<file path="config.mk">
export PLATFORM = sky130hd
export DESIGN_NAME = fetch_unit
export DESIGN_NICKNAME = d
export VERILOG_FILES = /design/src/rtl/fetch_unit.sv
export SDC_FILE = /design/constraint.sdc
export NUM_CORES = 1
export LEC_CHECK = 0
export ABC_CLOCK_PERIOD_IN_PS = 7300
export BUFFER_PORTS_ARGS = -buffer_cell sky130_fd_sc_hd__buf_4
export CAP_MARGIN = 20
export CORE_ASPECT_RATIO = 1.1
export CORE_MARGIN = 2
export CORE_UTILIZATION = 50
export CTS_BUF_LIST = sky130_fd_sc_hd__clkbuf_8
export CTS_CLUSTER_SIZE = 14
export DETAILED_ROUTE_END_ITERATION = 8
export PLACE_DENSITY = 0.74
export SLEW_MARGIN = 10
export SYNTH_ARGS = -nofsm -noshare
export SYNTH_HDL_FRONTEND = slang
export SYNTH_SLANG_ARGS = --single-unit
</file>
<file path="constraint.sdc">
create_clock -name clk -period 7.3 [get_ports clk]
set_clock_uncertainty 0.15 [all_clocks]
set_input_delay 0.73 -clock clk [delete_from_list [all_inputs] [get_ports clk]]
set_output_delay 0.73 -clock clk [all_outputs]
set_load 0.05 [all_outputs]
</file>
<file path="src/rtl/fetch_unit.sv">
// Instruction fetch stage: owns the PC, reads the combinational instruction memory,
// and buffers {instr, pc} pairs in a small circular queue toward decode.
module fetch_unit #(
    parameter int          DEPTH    = 2,
    parameter int          AW       = 6,
    parameter logic [31:0] RESET_PC = 32'h0000_0000
) (
    input  logic          clk,
    input  logic          reset,
    output logic [AW-1:0] imem_a,
    input  logic [31:0]   imem_rd,
    input  logic          redirect_valid,
    input  logic [31:0]   redirect_pc,
    output logic          instr_valid,
    input  logic          instr_ready,
    output logic [31:0]   instr,
    output logic [31:0]   instr_pc,
    output logic [31:0]   instr_pc_plus4
);

    localparam int             IW      = $clog2(DEPTH);
    localparam int             PW      = IW + 1;
    localparam logic [PW-1:0]  DEPTH_C = PW'(DEPTH);
    localparam logic [PW-1:0]  ONE_C   = PW'(1);

    logic [31:0]   pc_q, pc_d;
    logic [PW-1:0] rd_ptr_q, rd_ptr_d;
    logic [PW-1:0] wr_ptr_q, wr_ptr_d;
    logic [PW-1:0] count_q, count_d;

    logic [31:0]   ent_instr_q [DEPTH];
    logic [31:0]   ent_pc_q    [DEPTH];

    logic             pop;
    logic             push;
    logic [DEPTH-1:0] wr_en;
    logic [IW-1:0]    rd_idx;
    logic [IW-1:0]    wr_idx;

    assign rd_idx = rd_ptr_q[IW-1:0];
    assign wr_idx = wr_ptr_q[IW-1:0];

    assign instr_valid = (count_q != '0);
    assign pop         = instr_valid && instr_ready;
    // A full queue can still accept a word when the head leaves in the same cycle.
    assign push        = !redirect_valid && ((count_q < DEPTH_C) || pop);

    always_comb begin
        pc_d     = pc_q;
        rd_ptr_d = rd_ptr_q;
        wr_ptr_d = wr_ptr_q;
        count_d  = count_q;
        if (redirect_valid) begin
            pc_d     = {redirect_pc[31:2], 2'b00};
            rd_ptr_d = '0;
            wr_ptr_d = '0;
            count_d  = '0;
        end else begin
            if (push) begin
                pc_d     = pc_q + 32'd4;
                wr_ptr_d = wr_ptr_q + ONE_C;
            end
            if (pop) begin
                rd_ptr_d = rd_ptr_q + ONE_C;
            end
            count_d = count_q + PW'(push) - PW'(pop);
        end
    end

    always_ff @(posedge clk) begin
        if (!reset) begin
            pc_q     <= RESET_PC;
            rd_ptr_q <= '0;
            wr_ptr_q <= '0;
            count_q  <= '0;
        end else begin
            pc_q     <= pc_d;
            rd_ptr_q <= rd_ptr_d;
            wr_ptr_q <= wr_ptr_d;
            count_q  <= count_d;
        end
    end

    for (genvar gi = 0; gi < DEPTH; gi++) begin : g_wr_en
        assign wr_en[gi] = push && (wr_idx == IW'(gi));
    end

    always_ff @(posedge clk) begin
        if (!reset) begin
            for (int i = 0; i < DEPTH; i++) begin
                ent_instr_q[i] <= '0;
                ent_pc_q[i]    <= '0;
            end
        end else begin
            for (int i = 0; i < DEPTH; i++) begin
                if (wr_en[i]) begin
                    ent_instr_q[i] <= imem_rd;
                    ent_pc_q[i]    <= pc_q;
                end
            end
        end
    end

    assign imem_a         = pc_q[AW+1:2];
    assign instr          = ent_instr_q[rd_idx];
    assign instr_pc       = ent_pc_q[rd_idx];
    assign instr_pc_plus4 = instr_pc + 32'd4;

endmodule
</file>
Word-level counts from Yosys, hierarchy flattened
Memory sizes are Yosys's and may differ from the RTL's. A register that Yosys moved wholly into a read port is not among the register bits. Index checks and enable logic that the tools add are counted.

Register bits: 38. Bits in writable memories: 128. Input port bits: 68. Output and inout port bits: 103. Word-level logic and storage cells: 46. Memories: 2.

Memories: ent_instr_q (depth 2, bits a word 32, read ports 1, clocked after Yosys merged registers in 1, wr ports 2, line 31) `logic [31:0] ent_instr_q [DEPTH];`; ent_pc_q (depth 2, bits a word 32, read ports 1, clocked after Yosys merged registers in 1, wr ports 2, line 32) `logic [31:0] ent_pc_q [DEPTH];`.

Add/sub/neg operators: 6. Order comparisons: 1. Multiplexer cells: 17. Bitwise gates (word level): 6. Reductions and logical operators: 9.

Operators with widths (count): 32-bit two-way mux (6); 32-bit by 3-bit adder with 32-bit output, second input constant (2); 1-bit two-way mux (11); 2-bit by 1-bit adder with 2-bit output, second input constant (2); 1-bit logical AND (4); 1-bit OR (4); 2-bit nonzero test (2); 2-bit by 1-bit adder with 2-bit output (1); 2-bit less-than comparator, second input constant (1); 1-bit NOT (2); 2-bit OR reduction (1); 2-bit by 1-bit subtractor with 2-bit output (1); 1-bit logical NOT (1); 1-bit logical OR (1).

Depth between registers and ports, before layout
Gate-level depths: netlist (run 1).

Word-level depth: 9. Depth in mapped cells: 13. Mapped depth without buffers: 8.

Least setup slack after synthesis (run 1)
No wires, ideal clock.

Kind: reg2out. Start: reg with a tool-made name. End: out instr_pc_plus4[22]. Arrival time: 4.333 ns. Required time: 6.420 ns. Setup slack: 2.087 ns. Stages on the path, launching flop included: 14. Buffers on the path: 6. Cell sequence: dfxtp_1 > buf_4 > buf_6 > buf_4 > buf_6 > buf_2 > buf_2 > mux2i_1 > inv_1 > ha_1 > and2_1 > nand4_2 > nor2_1 > xnor2_1.

RTL lines: to (decl) (line 18) `output logic [31:0] instr_pc_plus4`.

==> results of run 1 <==
[area by class of cell]
| class | instances | area share [%] |
|---|---|---|
| Clock inverter | 15 | 1.79 |
| Inverter | 13 | 0.522 |
| Clock buffer | 17 | 2.50 |
| Timing Repair Buffer | 167 | 13.6 |
| Sequential cell | 159 | 47.4 |
| Tap cell | 196 | 2.62 |
| Multi-Input combinational cell | 425 | 31.6 |
[critical path: stages (launching register included)]
cell,delay (ns)
dfxtp_4,1.07
nand4_1,0.31
a222oi_1,0.80
and4_1,0.53
nand2_1,0.13
xnor2_1,0.20
buf_4,0.23
[state kept, by name (all words and copies together) (netlist names), named ones only]
register	flops
pc_q	30
wr_ptr_q	1
count_q	2
ent_instr_q	64
rd_ptr_q	1
ent_pc_q	60
[cells in the final DEF, fill, tap and decap left out, drive strengths merged, types with 9 or more instances in the layout]
| master | count |
|---|---|
| edfxtp | 124 |
| inv | 16 |
| dfxtp | 35 |
| xor2 | 23 |
| and2 | 68 |
| mux2 | 50 |
| nor2 | 18 |
| clkbuf | 17 |
| nor3 | 15 |
| a21oi | 25 |
| nand3 | 19 |
| nor4 | 9 |
| xnor2 | 34 |
| nand4 | 19 |
| nand2 | 47 |
| buf | 167 |
| o21ai | 32 |
[path summary, 6_finish.rpt]
check	startpoint	end	slack [ns]	depth (start not counted)
hold reg to reg	rd_ptr_q[0]$_SDFFE_PP0P_	rd_ptr_q[0]$_SDFFE_PP0P_	0.41	2
hold / removal	rd_ptr_q[0]$_SDFFE_PP0P_	rd_ptr_q[0]$_SDFFE_PP0P_	0.41	2
setup reg to reg	count_q[1]$_SDFF_PP0_	ent_instr_q[1][5]$_DFFE_PP_	4.89	4
setup / recovery	flop	instr_pc_plus4[21]	2.72	6
[power by group]
group	internal (uW)	switching, uW
sequential	1040	38.2
clock	336	311
combinational	134	277
total	1510	626
[cell families (layout without fill, tap and decap cells)]
logic type	after synthesis	after routing	share of synthesized area (%)
xor gates and xnor gates	57	57	6.56
DFF	159	159	58.2
buffers and inverters	53	212	3.55
AOI/OAI and AO/OA	77	77	5.86
other	1	4	0.0493
adders and majority gates	4	4	0.658
muxes	57	57	8.32
and+or+nand+nor	226	226	16.8
[routing by layer]
layer | part of all wire, % | vias to the layer above | wire, microns
li1 | - | 2571 | -
met1 | 41 | 2500 | 6680
met2 | 51 | 181 | 8250
met3 | 5.0 | 33 | 812
met4 | 2.9 | 0 | 463
met5 | 0 | - | 0
[metrics by stage]
step	power (uW)	hold slack [ns]	cells
floorplan	1380	0.331	637
global placement	1500	0.348	959
detailed placement	1510	0.390	959
CTS	2150	0.396	991
global route	2210	0.407	992
finish	2140	0.407	992
==> results.json, run 1 <==
{
  "status": "completed",
  "h-tree-depth": 4,
  "tritoncts": "yes",
  "initial_core_util_pct": 50.7,
  "fill_cells": 1187,
  "drtIter0Drc": 297,
  "fin_area_sq_um": 9350,
  "antenna_cells": 0,
  "syn2layout_area_growth_pct": 22.9,
  "syn_inst": 634,
  "wl_per_cell_microns": 16.3,
  "wirelength_mm": 16.2,
  "post-cts-setup-buffers": 0,
  "cts_buffers": 17,
  "synth_top_area_share_pct": 48.9,
  "min_period_ns": 4.58,
  "setup_slack_ns": 2.72,
  "final_core_util_pct": 62.4,
  "busiest_layer": "met2",
  "die_area_sq_um": 16200,
  "drive_gt1_share_pct": 28.1,
  "yosysWarnings": 0,
  "hp-class": "flop to flop",
  "end_kind": "output port",
  "critPathArrivalTime_ns": 3.70,
  "grt_max_degree": 94,
  "globalRouteMet3Util_pct": 3.38,
  "via_count": 5285,
  "max_freq_mhz": 218,
  "grt_first_pass_wirelength_mm": 25.3,
  "power_density_nw_per_um2": 229,
  "core_sq_um": 15000,
  "regArea_sq_um": 4430,
  "multiInputGateArea_sq_um": 2950,
  "ys_async_sr_fraction_pct": 0,
  "die_w_microns": 122,
  "drv_slew": 0,
  "cts-resized-gates": 0,
  "clk_pin_slew_ns": 0.08,
  "cp-start-kind": "flop",
  "netlist_top_cells_area": "edfxtp_1 (49%), dfxtp_1 (9.2%), and2_1 (5.6%), mux2_1 (5.5%), xnor2_1 (3.9%)",
  "finalHoldViolations": 0,
  "rows": 47,
  "dp_hpwl_mm": 11.4,
  "use_met2_pct": 34.4,
  "avgSynthCellArea_sq_um": 12.0,
  "routed_via_density": 5.33,
  "placed_cell_area_sq_um": 8920,
  "grtUsageMet1_pct": 23.8,
  "drc": 0,
  "yosysUniqueCellTypes": 52,
  "gp_congestion": 0.913,
  "cp.required_ns": 6.42,
  "rsz0062_at_grt": "no",
  "drv_cap": 0,
  "critical_path_class": "flop to output port",
  "cellLeakagePower_uw": 0.00377,
  "ys_ff_latch": 159,
  "clkLatencyLatePin_ns": 0.42,
  "relSlewSlack_pct": 28.8,
  "layout.nets": 855,
  "ir_worst_vdd_mv": 0.101,
  "antenna_found_initial": 0,
  "yosysSeqAreaShare_pct": 58.2,
  "setup_tns_ns": 0,
  "dpl_worst_slack_ns": 3.18,
  "path_max_fanout": 93,
  "yosysMostFrequentCell": "edfxtp_1",
  "ant_nets": 0,
  "synth_top_area_cell": "edfxtp_1",
  "overflow": 0,
  "first_global_vias": 5267,
  "synth_flop_cell": "edfxtp_1",
  "synth_common_cells": "edfxtp_1 (124), and2_1 (68), nand2_1 (47), mux2_1 (37), dfxtp_1 (35)",
  "tightestPinTransition_ns": 1.07,
  "dieHeight_microns": 133,
  "hold_buffers": 0,
  "root_buffer": "clkbuf_8",
  "io_pins": 171,
  "min_period_over_period_pct": 62.8,
  "grt.total_usage_pct": 19.9,
  "io_buffers": 164,
  "first_pass_iters": 6,
  "synth_edf_count": 124,
  "cts_buffer_depth": 2,
  "finalSetupViolations": 0,
  "cts_sinks": 159,
  "netlist_area_sq_um": 7610
}
Note: power is estimated with default switching activity, not from simulation.
==> run 2: changes to the inputs <==
ABC_CLOCK_PERIOD_IN_PS = 3850   (was 7300)
PLACE_DENSITY = 0.77   (was 0.74)
clock period = 3.85 ns   (was 7.3 ns; I/O delays follow)
==> results.json, run 2 (synthesis results as in run 1) <==
{
  "drv_slew": 0,
  "wl_per_cell_microns": 16.4,
  "antenna_found_initial": 0,
  "layout_common_cells": "buf_4 (173), edfxtp_1 (124), and2_1 (68)",
  "via_count": 5264,
  "drtIter0Drc": 347,
  "first_global_vias": 5278,
  "path_max_fanout": 44,
  "rsz0062_at_grt": "no",
  "dpl_worst_slack_ns": 0.607,
  "clk_pin_slew_ns": 0.09,
  "path_cells": "nand3_1, a22oi_1, nand4_2, nor4_1, xor2_2, buf_4",
  "h-tree-depth": 4,
  "largest_reg_flops": 64,
  "antenna_cells": 0,
  "critical_path_class": "flop to output port",
  "cts_buffer_depth": 2,
  "initial_core_util_pct": 50.7,
  "root_buffer": "clkbuf_8",
  "hp-class": "input port to flop",
  "clkLatencyLatePin_ns": 0.44,
  "top_register": "ent_instr_q",
  "grt_max_degree": 63,
  "dieHeight_microns": 133,
  "finalSetupViolations": 0,
  "cp.required_ns": 3.31,
  "io_buffers": 164,
  "drv_cap": 0,
  "io_pins": 171,
  "power_density_nw_per_um2": 428,
  "die_area_sq_um": 16200,
  "die_w_microns": 122,
  "relSlewSlack_pct": 58.8,
  "path_delay_family": "simple AND/OR/NAND/NOR gates",
  "largestRegisters": "ent_instr_q x64, ent_pc_q x60, pc_q x30",
  "ir_worst_vdd_mv": 0.210,
  "cts_sinks": 159,
  "max_freq_mhz": 275,
  "routed_via_density": 5.27,
  "end_kind": "output port",
  "tightestPinTransition_ns": 0.613,
  "grt.total_usage_pct": 20.5,
  "tritoncts": "yes",
  "hold_slack_ns": 0.0446,
  "p_sw_share_pct": 30.5,
  "critPathArrivalTime_ns": 3.10,
  "wirelength_mm": 16.4,
  "drive_gt1_share_pct": 30.6,
  "cp-start-kind": "flop",
  "crit_buf_inv": 1,
  "combPwrFrac_pct": 19.6,
  "syn2layout_area_growth_pct": 24.6,
  "p_int_uw": 2820,
  "cp_slowest_stage_delay_ns": 0.73,
  "first_pass_iters": 5,
  "layout.nets": 862,
  "cpMaxStageDelayCell": "dfxtp_4",
  "final_common_cell": "buf_4",
  "min_period_over_period_pct": 94.4,
  "ant_nets": 0,
  "status": "completed",
  "overflow": 0,
  "setup_slack_ns": 0.217,
  "finalHoldViolations": 0,
  "core_sq_um": 15000,
  "gp_congestion": 0.952,
  "dp_hpwl_mm": 11.9,
  "rows": 47,
  "switchingPower_uw": 1240,
  "cellLeakagePower_uw": 0.00381,
  "power.share.sequential_pct": 50.4,
  "clock_power_share_pct": 30.0,
  "grt_first_pass_wirelength_mm": 26.2,
  "drc": 0,
  "min_period_ns": 3.63,
  "cts_buffers": 17
}
[run 2: changes by cell type in the layout (fill, tap and decap cells not counted), moves of 2 or more]
cell	before	now
buf_4	166	173
xor2_1	23	17
xor2_2	0	6
inv_6	3	6
xnor2_1	34	31
xnor2_2	0	3
clkinv_4	0	2
inv_1	11	9
nor2_1	17	15
nor2_2	0	2
[run 2: routing by layer]
layer / global-route usage, % / wire length (microns) / vias up
met5: 0 / 0 / -
met4: 7.34 / 276 / 0
met3: 3.72 / 733 / 19
met2: 35.3 / 8300 / 133
met1: 25.9 / 7070 / 2527
li1: - / - / 2585
[run 2: repair_timing]
action,CTS,global route
setup buffers,0,2
hold buffers,0,0
setup endpoints to repair,0,4
gates resized for setup,0,1
[run 2: power groups by stage]
stage	combinational [uW]	clock [uW]	sequential [uW]
2_1_floorplan	564	0	2060
3_3_place_gp	787	0	2070
3_5_place_dp	798	0	2080
4_1_cts	801	1240	2040
5_1_grt	839	1310	2060
6_report	796	1220	2040
[run 2: final cells by class]
| type | instances | area, sq um |
|---|---|---|
| Clock buffer | 17 | 234 |
| Clock inverter | 15 | 158 |
| Fill cell | 1159 | 5520 |
| Inverter | 13 | 52.6 |
| Multi-Input combinational cell | 425 | 3050 |
| Sequential cell | 159 | 4430 |
| Tap cell | 196 | 245 |
| Timing Repair Buffer | 174 | 1310 |
[run 2: tightest hold or removal path, cell delays in order]
cell	delay [ns]
buf_4	0.08
a21oi_1	0.05
nor2b_1	0.09
[run 2: final timing paths]
| kind | from | cells after the start | slack [ns] | to |
|---|---|---|---|---|
| hold reg to reg | rd_ptr_q[0]$_SDFFE_PP0P_ | 2 | 0.37 | rd_ptr_q[0]$_SDFFE_PP0P_ |
| hold / removal | redirect_pc[3] | 3 | 0.04 | pc_q[3]$_SDFFE_PN0P_ |
| setup reg to reg | count_q[1]$_SDFF_PP0_ | 4 | 1.34 | ent_pc_q[1][22]$_DFFE_PP_ |
| setup / recovery | flop | 6 | 0.22 | instr_pc_plus4[28] |
[run 2: per-stage QoR]
| step | util, % | power [uW] | cell area, sq um | cells | TNS, ns |
|---|---|---|---|---|---|
| 2_1_floorplan | - | 2630 | 7730 | 637 | -59.18 |
| 3_3_place_gp | 60.5 | 2860 | 9070 | 965 | 0 |
| 3_5_place_dp | 60.5 | 2880 | 9070 | 965 | 0 |
| 4_1_cts | 63.1 | 4080 | 9460 | 997 | 0 |
| 5_1_grt | 63.2 | 4200 | 9480 | 999 | 0 |
| 6_report | 63.2 | 4060 | 9480 | 999 | 0 |
==> run 3: changes to the inputs <==
ABC_CLOCK_PERIOD_IN_PS = 4100   (was 3850)
PLACE_DENSITY = 0.74   (was 0.77)
clock period = 4.1 ns   (was 3.85 ns; I/O delays follow)
==> results.json, run 3 (synthesis results as in run 1) <==
{
  "status": "completed",
  "hold_buffers": 0,
  "end_kind": "output port",
  "drv_slew": 0,
  "cts_buffers": 17,
  "largest_reg_flops": 64,
  "via_count": 5262,
  "drv_cap": 0,
  "cts_buffer_depth": 2,
  "critPathArrivalTime_ns": 3.06,
  "dp_hpwl_mm": 12.1,
  "overflow": 0,
  "fill_cells": 1193,
  "tightestPinTransition_ns": 0.733,
  "finalSetupViolations": 0,
  "reg2reg_setup_slack_ns": 1.52,
  "io_buffers": 164,
  "core_sq_um": 15000,
  "layout_common_cells": "buf_4 (174), edfxtp_1 (124), and2_1 (68)",
  "clkLatencyLatePin_ns": 0.43,
  "wirelength_mm": 16.3,
  "gp_congestion": 0.863,
  "setup_slack_ns": 0.484,
  "wl_per_cell_microns": 16.3,
  "root_buffer": "clkbuf_8",
  "first_global_vias": 5145,
  "cts-resized-gates": 0,
  "setup_tns_ns": 0,
  "post-cts-setup-buffers": 0,
  "worstReg2RegStart": "count_q[1]$_SDFF_PP0_",
  "top_register": "ent_instr_q",
  "first_pass_iters": 4,
  "grt_first_pass_wirelength_mm": 25.4,
  "io_pins": 171,
  "path_max_fanout": 45,
  "tritoncts": "yes",
  "drtIter0Drc": 383,
  "h-tree-depth": 4,
  "dpl_worst_slack_ns": 0.931,
  "drive_gt1_share_pct": 29.8,
  "grt_max_degree": 46,
  "layout.nets": 862,
  "cts_sinks": 159,
  "dieHeight_microns": 133,
  "hp-class": "input port to flop",
  "relSlewSlack_pct": 51.0,
  "hp-start": "redirect_pc[3]",
  "antenna_cells": 0,
  "min_period_ns": 3.62,
  "regArea_sq_um": 4430,
  "critical_path_class": "flop to output port",
  "crit_buf_inv": 1,
  "largestRegisters": "ent_instr_q x64, ent_pc_q x60, pc_q x30",
  "die_w_microns": 122,
  "max_freq_mhz": 277,
  "die_area_sq_um": 16200,
  "cpMaxStageDelayCell": "dfxtp_4",
  "cellLeakagePower_uw": 0.00385,
  "final_common_cell": "buf_4",
  "initial_core_util_pct": 50.7,
  "ant_nets": 0,
  "cp-start-kind": "flop",
  "clk_pin_slew_ns": 0.08,
  "min_period_over_period_pct": 88.2,
  "multiInputGateArea_sq_um": 3020,
  "ir_worst_vdd_mv": 0.240,
  "rows": 47,
  "rsz0062_at_grt": "no",
  "cp.required_ns": 3.54,
  "syn2layout_area_growth_pct": 25.1,
  "finalHoldViolations": 0,
  "drc": 0,
  "grt.total_usage_pct": 20.1,
  "power_density_nw_per_um2": 419,
  "routed_via_density": 5.27,
  "cp_slowest_stage_delay_ns": 0.73,
  "path_delay_family": "simple AND/OR/NAND/NOR gates",
  "antenna_found_initial": 0,
  "path_cells": "mux2_1, ha_1, and2_1, nand4_2, nor4_1, xor2_2, buf_4"
}
run 3: routing by layer:
metal / wire, microns / vias to the layer above / track usage, % / share of wire, %
met5: 0 / - / 0 / 0
met4: 368 / 0 / 7.34 / 2.3
met3: 753 / 27 / 4.02 / 4.6
met2: 8170 / 153 / 34.4 / 50
met1: 7020 / 2504 / 25.3 / 43
li1: - / 2578 / - / -
run 3: per-stage QoR:
| stage | cell area [sq um] | cells | total power, uW | util [%] | hold slack (ns) |
|---|---|---|---|---|---|
| floorplan | 7690 | 637 | 2460 | - | 0.331 |
| finish | 9520 | 999 | 3990 | 63.5 | 0.0808 |
| detailed placement | 9050 | 967 | 2700 | 60.4 | 0.362 |
| global placement | 9050 | 967 | 2680 | 60.4 | 0.350 |
| global route | 9520 | 999 | 4130 | 63.5 | 0.0759 |
| CTS | 9520 | 999 | 4010 | 63.5 | 0.0631 |
run 3: area by class of cell:
| class | instances | area share [%] |
|---|---|---|
| clock inverter | 14 | 2.33 |
| tap | 196 | 2.58 |
| inverter | 13 | 0.513 |
| clock buffer | 18 | 2.60 |
| timing repair buffer | 174 | 13.7 |
| multi-input combinational | 425 | 31.7 |
| sequential | 159 | 46.5 |
run 3: final timing paths:
check,end,cells past startpoint
setup reg to reg,ent_instr_q[0][11]$_DFFE_PP_,4
setup / recovery,instr_pc_plus4[28],7
hold / removal,pc_q[3]$_SDFFE_PN0P_,3
hold reg to reg,rd_ptr_q[0]$_SDFFE_PP0P_,2
run 3: worst min-delay path: stages:
cell	delay [ns]
buf_4	0.08
a21oi_1	0.05
nor2b_1	0.09
run 3: power by group:
group,total (uW),internal (uW),switching [uW],leakage [uW]
Clock,1330,793,533,0.000240
Combinational,743,242,500,0.00200
Sequential,1920,1850,65.0,0.00161
